==> config.mk <==
export PLATFORM = sky130hd
export DESIGN_NAME = wb_arbiter
export DESIGN_NICKNAME = d
export VERILOG_FILES = /design/src/rtl/wb_arbiter_pkg.sv /design/src/rtl/rr_arb2.sv /design/src/rtl/wb_arbiter.sv
export VERILOG_INCLUDE_DIRS = /design/src /design/src/rtl
export SDC_FILE = /design/constraint.sdc
export NUM_CORES = 1
export LEC_CHECK = 0
export BUFFER_PORTS_ARGS = -buffer_cell sky130_fd_sc_hd__buf_2
export CELL_PAD_IN_SITES_DETAIL_PLACEMENT = 1
export CELL_PAD_IN_SITES_GLOBAL_PLACEMENT = 1
export CORE_ASPECT_RATIO = 0.6
export CORE_MARGIN = 3
export CORE_UTILIZATION = 31
export DETAILED_ROUTE_END_ITERATION = 16
export PLACE_DENSITY_LB_ADDON = 0.2
export SLEW_MARGIN = 20
export SYNTH_ARGS = -nofsm -noshare
export SYNTH_HDL_FRONTEND = slang
export SYNTH_HIERARCHICAL = 1
export SYNTH_SLANG_ARGS = --single-unit
==> constraint.sdc <==
create_clock -name clk -period 3.6 [get_ports clk]
set_input_delay 0.72 -clock clk [delete_from_list [all_inputs] [get_ports clk]]
set_output_delay 0.72 -clock clk [all_outputs]
set_load 0.01 [all_outputs]
==> src/rtl/defines.v <==
// Shared core-wide constants: data width, register index width and the x0 index.
`ifndef WB_DEFINES_V
`define WB_DEFINES_V

`define XLEN          32
`define REG_IDX_WIDTH 5
`define REG_X0        5'd0

`endif

==> src/rtl/wb_arbiter_pkg.sv <==
// wb_arbiter_pkg: shared types for the write-back arbiter.
//   prio_e   - round-robin priority pointer (which requester is preferred on contention).
//   wb_req_t - index/data pair of one write-back request.
//   NumRegs  - architectural register count, derived from the shared index width.
`include "defines.v"

package wb_arbiter_pkg;

  localparam int unsigned NumRegs = 1 << `REG_IDX_WIDTH;

  typedef enum logic {
    PrioEx = 1'b0,
    PrioLs = 1'b1
  } prio_e;

  typedef struct packed {
    logic [`REG_IDX_WIDTH-1:0] idx;
    logic [`XLEN-1:0]          data;
  } wb_req_t;

endpackage

==> src/rtl/rr_arb2.sv <==
// rr_arb2: two-requester round-robin arbiter with a registered priority pointer.
// Ports:
//   clk_i, rst_i         - clock, synchronous active-high reset
//   req_ex_i, req_ls_i   - requests from execute and load/store units
//   gnt_ex_o, gnt_ls_o   - combinational one-hot (or zero) grants
// The pointer moves away from whichever requester was just granted; a grant is always
// a completed handshake because it is only raised while the request is valid.
`include "defines.v"

module rr_arb2
  import wb_arbiter_pkg::*;
(
  input  logic clk_i,
  input  logic rst_i,
  input  logic req_ex_i,
  input  logic req_ls_i,
  output logic gnt_ex_o,
  output logic gnt_ls_o
);

  prio_e prio_q, prio_d;

  always_comb begin
    gnt_ex_o = req_ex_i & (~req_ls_i | (prio_q == PrioEx));
    gnt_ls_o = req_ls_i & (~req_ex_i | (prio_q == PrioLs));
    prio_d   = prio_q;
    if (gnt_ex_o) begin
      prio_d = PrioLs;
    end else if (gnt_ls_o) begin
      prio_d = PrioEx;
    end
  end

  // Reset dominates, so a handshake in the reset cycle never moves the pointer.
  always_ff @(posedge clk_i) begin
    if (rst_i) begin
      prio_q <= PrioEx;
    end else begin
      prio_q <= prio_d;
    end
  end

endmodule

==> src/rtl/wb_arbiter.sv <==
// wb_arbiter: arbitrates execute and load/store write-backs onto one regfile write port,
// with a one-cycle registered output stage and an optional register scoreboard.
// Ports:
//   clk, rst                          - clock, synchronous active-high reset
//   ex_valid_i/ex_ready_o/ex_rd_idx_i/ex_wdata_i - execute write-back request
//   ls_valid_i/ls_ready_o/ls_rd_idx_i/ls_wdata_i - load/store write-back request
//   rd_en_o, rd_idx_o, rd_wdata_o     - registered regfile write port
//   iss_en_i, iss_rd_idx_i, flush_i   - scoreboard set / clear-all
//   rs1_idx_i, rs2_idx_i              - decode source indices
//   rs1_busy_o, rs2_busy_o            - source has a pending write
// Configuration: define WB_ARB_SCOREBOARD_EN to build the scoreboard; otherwise the busy
// outputs are tied low and the issue/flush inputs are ignored.
`include "defines.v"

module wb_arbiter
  import wb_arbiter_pkg::*;
(
  input  logic                      clk,
  input  logic                      rst,
  input  logic                      ex_valid_i,
  output logic                      ex_ready_o,
  input  logic [`REG_IDX_WIDTH-1:0] ex_rd_idx_i,
  input  logic [`XLEN-1:0]          ex_wdata_i,
  input  logic                      ls_valid_i,
  output logic                      ls_ready_o,
  input  logic [`REG_IDX_WIDTH-1:0] ls_rd_idx_i,
  input  logic [`XLEN-1:0]          ls_wdata_i,
  output logic                      rd_en_o,
  output logic [`REG_IDX_WIDTH-1:0] rd_idx_o,
  output logic [`XLEN-1:0]          rd_wdata_o,
  input  logic                      iss_en_i,
  input  logic [`REG_IDX_WIDTH-1:0] iss_rd_idx_i,
  input  logic                      flush_i,
  input  logic [`REG_IDX_WIDTH-1:0] rs1_idx_i,
  input  logic [`REG_IDX_WIDTH-1:0] rs2_idx_i,
  output logic                      rs1_busy_o,
  output logic                      rs2_busy_o
);

  logic ex_gnt, ls_gnt;

  rr_arb2 u_rr_arb2 (
    .clk_i    (clk),
    .rst_i    (rst),
    .req_ex_i (ex_valid_i),
    .req_ls_i (ls_valid_i),
    .gnt_ex_o (ex_gnt),
    .gnt_ls_o (ls_gnt)
  );

  assign ex_ready_o = ex_gnt;
  assign ls_ready_o = ls_gnt;

  // Output stage.
  wb_req_t                   sel;
  logic                      hs;
  logic                      rd_en_q, rd_en_d;
  logic [`REG_IDX_WIDTH-1:0] rd_idx_q, rd_idx_d;
  logic [`XLEN-1:0]          rd_wdata_q, rd_wdata_d;

  always_comb begin
    sel        = ls_gnt ? wb_req_t'{idx: ls_rd_idx_i, data: ls_wdata_i}
                        : wb_req_t'{idx: ex_rd_idx_i, data: ex_wdata_i};
    hs         = ex_gnt | ls_gnt;
    // An x0 write still handshakes but never reaches the regfile.
    rd_en_d    = hs & (sel.idx != `REG_X0);
    rd_idx_d   = hs ? sel.idx  : rd_idx_q;
    rd_wdata_d = hs ? sel.data : rd_wdata_q;
  end

  always_ff @(posedge clk) begin
    if (rst) begin
      rd_en_q    <= 1'b0;
      rd_idx_q   <= '0;
      rd_wdata_q <= '0;
    end else begin
      rd_en_q    <= rd_en_d;
      rd_idx_q   <= rd_idx_d;
      rd_wdata_q <= rd_wdata_d;
    end
  end

  assign rd_en_o    = rd_en_q;
  assign rd_idx_o   = rd_idx_q;
  assign rd_wdata_o = rd_wdata_q;

`ifdef WB_ARB_SCOREBOARD_EN
  // Pending bits for x1..x(NumRegs-1); x0 has no storage.
  logic [NumRegs-1:1] pend_q, pend_d;
  logic [NumRegs-1:0] pend_full;

  always_comb begin
    pend_d = pend_q;
    for (int unsigned i = 1; i < NumRegs; i++) begin
      if (rd_en_q && (rd_idx_q == i[`REG_IDX_WIDTH-1:0])) begin
        pend_d[i] = 1'b0;
      end
      // Applied after the clear so a same-index set wins.
      if (iss_en_i && (iss_rd_idx_i == i[`REG_IDX_WIDTH-1:0])) begin
        pend_d[i] = 1'b1;
      end
    end
    if (flush_i) begin
      pend_d = '0;
    end
  end

  always_ff @(posedge clk) begin
    if (rst) begin
      pend_q <= '0;
    end else begin
      pend_q <= pend_d;
    end
  end

  // Bit 0 is hard-wired low so index 0 always reads not-busy.
  assign pend_full  = {pend_q, 1'b0};
  assign rs1_busy_o = pend_full[rs1_idx_i];
  assign rs2_busy_o = pend_full[rs2_idx_i];
`else
  logic unused_sb;
  assign unused_sb  = ^{iss_en_i, iss_rd_idx_i, flush_i, rs1_idx_i, rs2_idx_i};
  assign rs1_busy_o = 1'b0;
  assign rs2_busy_o = 1'b0;
`endif

endmodule

==> results.md, run 1 <==
- Post-synth top area share: 40.78%
- Die Height: 66.87 um
- Final hold vios: 0
- I/O Buffers: 117
- Count leader, synth: dfxtp_1
- LEAKAGE: 1.339 nW
- Syn Std Cell Area: 1914 sq um
- Root buf cell: clkbuf_8
- Fmax: 426.1 MHz
- Psw: 0.2684 mW
- Vias in the first global route: 1709
- Kind of critical path: in2out
- PD cells: 382.8 nW/um^2
- Maximum clock path buffer count: 2
- Final GP Congestion: 0.7212
- CTS tree: done
- FP Rows: 21
- Total CTS buffers: 5
- Post-DRT Antenna Nets: 0
- Tot Pwr: 1.004 mW
- Worst slew margin: 50.47%
- Hpwl dp: 4142 um
- Critical Path End Type: primary output
- Leading area contributor after synthesis: dfxtp_1
- Req. time, crit path: 2.88 ns
- Routed vias/inst: 4.427
- Area Overhead vs Synth: 36.99%
- FF+latch count, synth: 39
- Drt total wl: 5344 um
- Largest net degree at the start of global routing: 40
- PostCTS Resize Cnt: 0
- Initial Util: 33.12%
- Num Clock Sinks: 39
- Clock Latency Late Sink: 0.28 ns
- Switching share of power: 26.74%
- Synth area leaders: dfxtp_1, mux2i_1, mux2_2
- GRT Total Usage: 14.48%
- Setup TNS: 0 ns
- Fillers: 719
- Post-synth EDFFs: 0
- Mean Syn Cell Area: 10.69 sq um
- Die Wd: 107.5 um
- DR iter-0 viols: 47
- Share of layout cells above drive strength 1: 56.51%
- Period utilisation layout: 65.19%
- Synth async-reset ratio: 0%
- Crit path launch type: input pin
- Pins over their slew limit: 0
- Global-route wire length before repair: 8142 um
- Post-layout minimum cycle time: 2.347 ns
- Core Region: 5781 sq um
- Pint: 0.7355 mW
- Maxcap violations: 0
- Initial antenna violation count: 0
- DR WL/cell: 14.37 um
- Skew final: 0.002897 ns
- Final setup viols: 0
- Nets: 388
- Yosys warns: 6
- GRT overflow: 0
- Clock Pin Slew Worst Setup and Hold Paths: 0.07 ns
- Ant. Diodes: 0
- Top-Level Pins: 137
- Via count: 1647
- Mapped Cells: 179
- Hold bufs inserted after CTS: 0
- RSZ-0062 raised after global routing: no
- Status: completed
- Crit path DAT: 1.63 ns
- Min-delay worst type: reg2reg
- DRT Pass-1 Iters: 3
- Combinational share of power: 25.2%
- Sequential share of power: 48.4%
- Critical-path maximum fanout: 19
- Ys flop type: dfxtp_1
- Post-CTS setup repair buffer count: 0
- Seq/Total Area, Yosys: 40.78%
- VDD IR-drop max: 0.1316 mV
- Commonest cells post-synth: dfxtp_1, nor2_1, mux2i_1, mux2_2, mux2_4
- Library cells used by synthesis: 22
- Worst slew pin tran: 0.7430 ns
- Clk pwr share: 26.4%
- H-tree depth: 2
- DP Worst Slack: 1.098 ns
- Remaining DRCs: 0
- DIE AREA: 7185 sq um
- Final setup margin: 1.253 ns
-- worst max-delay path, stage by stage --
cell      delay (ns)
buf_2           0.11
a21boi_4        0.54
buf_2           0.25
-- layout by cell type, fill, tap and decap left out, types with 4 or more instances in the layout --
master	n
nor2_1	38
mux2i_1	35
buf_2	117
mux2_4	8
buf_4	4
clkbuf_8	5
mux2_2	28
dfxtp_1	39
-- sequential cells by signal, indices dropped and copies added (netlist names) --
name	flops
rd_en_o	1
rd_idx_o	5
rd_wdata_o	32
u_rr_arb2/prio_q	1
-- final timing paths --
| path | startpoint | to | slack (ns) | cells after the start |
|---|---|---|---|---|
| worst min-delay path | u_rr_arb2/prio_q$_SDFFE_PP0P_ | u_rr_arb2/prio_q$_SDFFE_PP0P_ | 0.53 | 2 |
| worst min register to register | u_rr_arb2/prio_q$_SDFFE_PP0P_ | u_rr_arb2/prio_q$_SDFFE_PP0P_ | 0.53 | 2 |
| worst max register to register | u_rr_arb2/prio_q$_SDFFE_PP0P_ | rd_wdata_o[22]$_SDFFE_PP0P_ | 1.68 | 5 |
| worst max-delay path | ex_valid_i | ex_ready_o | 1.25 | 3 |
-- metal layers --
layer,GRT usage [%],vias to the layer above,wire (um)
met4,2.835,0,14
li1,-,836,-
met3,4.647,2,396
met5,0,-,0
met2,24.07,50,2435
met1,18.63,759,2496
-- cells by family after synthesis --
family          count (synthesis)  share of synthesized area (%)
flops                          39                          40.78
buf+inv                        15                          5.032
mux                            71                          41.05
simple gates                   46                          10.39
compound gates                  7                          2.549
other cells                     1                         0.1959
-- per-stage QoR --
| step | instance area (sq um) | hold slack [ns] | util, % | std cells |
|---|---|---|---|---|
| after CTS | 2623 | 0.5357 | 45.37 | 372 |
| after global routing | 2623 | 0.5639 | 45.37 | 372 |
| after detailed placement | 2550 | 0.5244 | 44.11 | 366 |
| after floorplan | 1918 | 0.4540 | - | 180 |
| final | 2623 | 0.5322 | 45.37 | 372 |
| after global placement | 2550 | 0.5143 | 44.11 | 366 |
-- power by group through the flow --
| stage | sequential, mW | combinational (mW) | clock [mW] |
|---|---|---|---|
| after floorplan | 0.510 | 0.142 | 0 |
| after global placement | 0.495 | 0.253 | 0 |
| after detailed placement | 0.495 | 0.258 | 0 |
| after CTS | 0.486 | 0.259 | 0.280 |
| after global routing | 0.490 | 0.279 | 0.295 |
| final | 0.486 | 0.253 | 0.265 |
-- cell type report --
cell class / count / area (sq um) / area share [%]
tap: 80 / 100.1 / 3.817
multi-input combinational: 126 / 1054 / 40.17
clock buffer: 6 / 72.57 / 2.767
sequential: 39 / 780.7 / 29.77
timing repair buffer: 121 / 615.6 / 23.47
Power figures use the tool's default switching activity.
==> inputs of run 2 (changes only) <==
Settings changed: CORE_UTILIZATION 31 to 29.
Clock period 3.6 ns to 2.22 ns, I/O delays scaled along.
==> run 2 against run 1 <==
Cell area up 0.76%. Clock-buffer cell count unchanged. Combinational power up 64%. First-iteration DRC count rose by 53%. Flip-flop and latch count stayed put. Register-to-register slack worse by 1.2 ns. Power is 63% higher. Setup slack worse by 0.93 ns. Final cell count grew 1.6%. Critical path depth did not move. Routed wire length increased by 3.0%. Via count is 2.6% higher. Highest routed layer unchanged.
==> results.md, run 2 (synthesis gave the netlist of run 1 again) <==
- DR WL/cell: 14.56 um
- Buf/Inv on CP: 1
- Remaining DRCs: 0
- Req. time, crit path: 1.78 ns
- DR iter-0 viols: 72
- Final hold vios: 0
- Clock Latency Late Sink: 0.28 ns
- Maximum clock path buffer count: 2
- Met1 Use GR: 20.02%
- Reg2Reg Depth: 5
- Inst Count DP: 372
- Setup TNS: 0 ns
- Skew final: 0.005440 ns
- Final setup viols: 0
- Hpwl dp: 4350 um
- Clock Pin Slew Worst Setup and Hold Paths: 0.07 ns
- RR Endpoint: rd_wdata_o[6]$_SDFFE_PP0P_
- Critical-path maximum fanout: 17
- Core Region: 6248 sq um
- Most frequent cells in the layout: buf_2, dfxtp_1, nor2_1
- GRT Max-Usage Layer: met2
- Initial antenna violation count: 0
- Worst r2r src: u_rr_arb2/prio_q$_SDFFE_PP0P_
- Critical Path End Type: primary output
- Share of layout cells above drive strength 1: 56.80%
- Drt total wl: 5502 um
- Combinational share of power: 25.4%
- HP Start: ls_wdata_i[3]
- Vias in the first global route: 1607
- LEAKAGE: 1.349 nW
- Post-DRT Antenna Nets: 0
- Kind of critical path: reg2out
- GR Util met2: 20.17%
- Global-route wire length before repair: 8452 um
- Initial Util: 30.64%
- PostCTS Resize Cnt: 0
- Root buf cell: clkbuf_8
- Tot Pwr: 1.636 mW
- Die Wd: 110.9 um
- Status: completed
- PD cells: 619.1 nW/um^2
- Nets: 390
- Total CTS buffers: 5
- Pins over their slew limit: 0
- Post-route cell area: 2643 sq um
- Clk pwr share: 26.6%
- Crit path DAT: 1.45 ns
- H-tree depth: 2
- Hold Path End: rd_wdata_o[3]$_SDFFE_PP0P_
- Post-CTS setup repair buffer count: 0
- CTS tree: done
- Top-Level Pins: 137
- FP Rows: 22
- DRT Pass-1 Iters: 4
- Pint: 1.195 mW
- GRT Total Usage: 13.98%
- DIE AREA: 7644 sq um
- Met3 GRT Util: 4.708%
- VDD IR-drop max: 0.2110 mV
- Largest net degree at the start of global routing: 40
- Psw: 0.4411 mW
- Sequential share of power: 48.0%
- CP cell instances: nand2b_4 -> and2_2 -> buf_2
- Cell family with most CP delay: simple AND/OR/NAND/NOR gates
- Area Overhead vs Synth: 38.04%
- Ant. Diodes: 0
- Period utilisation layout: 85.29%
- Fmax: 528.2 MHz
- Post-layout minimum cycle time: 1.893 ns
- Worst Hold Path Cells: 3
- Final GP Congestion: 0.7160
- Fin cells: 378
- CP max stage delay: 0.41 ns
- Hold bufs inserted after CTS: 0
- Crit path launch type: register
- RSZ-0062 raised after global routing: no
- Routed vias/inst: 4.468
- Maxcap violations: 0
- Placed Instance Area: 2570 sq um
- Most common cell after layout, fill and taps aside: buf_2
- Num Clock Sinks: 39
- I/O Buffers: 117
- R2r setup slk: 0.52 ns
- Via count: 1689
- Max FFs per register: 32
- Die Height: 68.94 um
- Min-delay worst type: in2reg
- GRT overflow: 0
- Slowest CP cell: and2_2
- Switching share of power: 26.96%
-- run 2: changes by cell type in the layout (fill, tap and decap cells not counted), sizes merged --
cell / before / now
buf: 121 / 123
-- run 2: per-stage QoR --
step | utilization [%] | setup slack, ns | hold WS, ns
4_1_cts | 42.29 | 0.2969 | 0.3868
2_1_floorplan | - | 0.3370 | 0.4540
3_3_place_gp | 41.13 | 0.4212 | 0.5148
3_5_place_dp | 41.13 | 0.3984 | 0.5134
6_report | 42.29 | 0.3266 | 0.3997
5_1_grt | 42.29 | 0.2529 | 0.3968
-- run 2: final cells by class --
type	instances	area [sq um]
fillers	752	3606
multi-input cells	126	1054
flip-flops and latches	39	780.7
repair buffers	123	630.6
well taps	84	105.1
clock buffers	6	72.57
-- run 2: how the worst max path moves through the flow --
| stage | to | start | cells past startpoint | slack, ns |
|---|---|---|---|---|
| floorplan | rd_wdata_o[23]$_SDFFE_PP0P_ | ex_valid_i | 6 | 0.34 |
| global placement | rd_wdata_o[11]$_SDFFE_PP0P_ | ex_valid_i | 6 | 0.42 |
| detailed placement | rd_wdata_o[6]$_SDFFE_PP0P_ | ex_valid_i | 6 | 0.40 |
| CTS | ls_ready_o | u_rr_arb2/prio_q$_SDFFE_PP0P_ | 3 | 0.30 |
| global route | ls_ready_o | u_rr_arb2/prio_q$_SDFFE_PP0P_ | 3 | 0.25 |
| finish | ls_ready_o | u_rr_arb2/prio_q$_SDFFE_PP0P_ | 3 | 0.33 |
-- run 2: power groups by stage --
stage,clock (mW),sequential [mW],combinational (mW)
CTS,0.462,0.787,0.424
floorplan,0,0.828,0.231
finish,0.435,0.786,0.415
global route,0.492,0.795,0.457
detailed placement,0,0.802,0.422
global placement,0,0.802,0.415
-- run 2: tightest hold or removal path, stage by stage --
cell and delay, ns:
buf_2 0.07, mux2i_1 0.05, nor2_1 0.07
-- run 2: per-layer routing --
metal	routed length, um	part of all wire [%]	up-vias
met4	27	0.49	0
met2	2368	43	50
met1	2738	50	792
met5	0	0	-
met3	368	6.7	2
li1	-	-	845
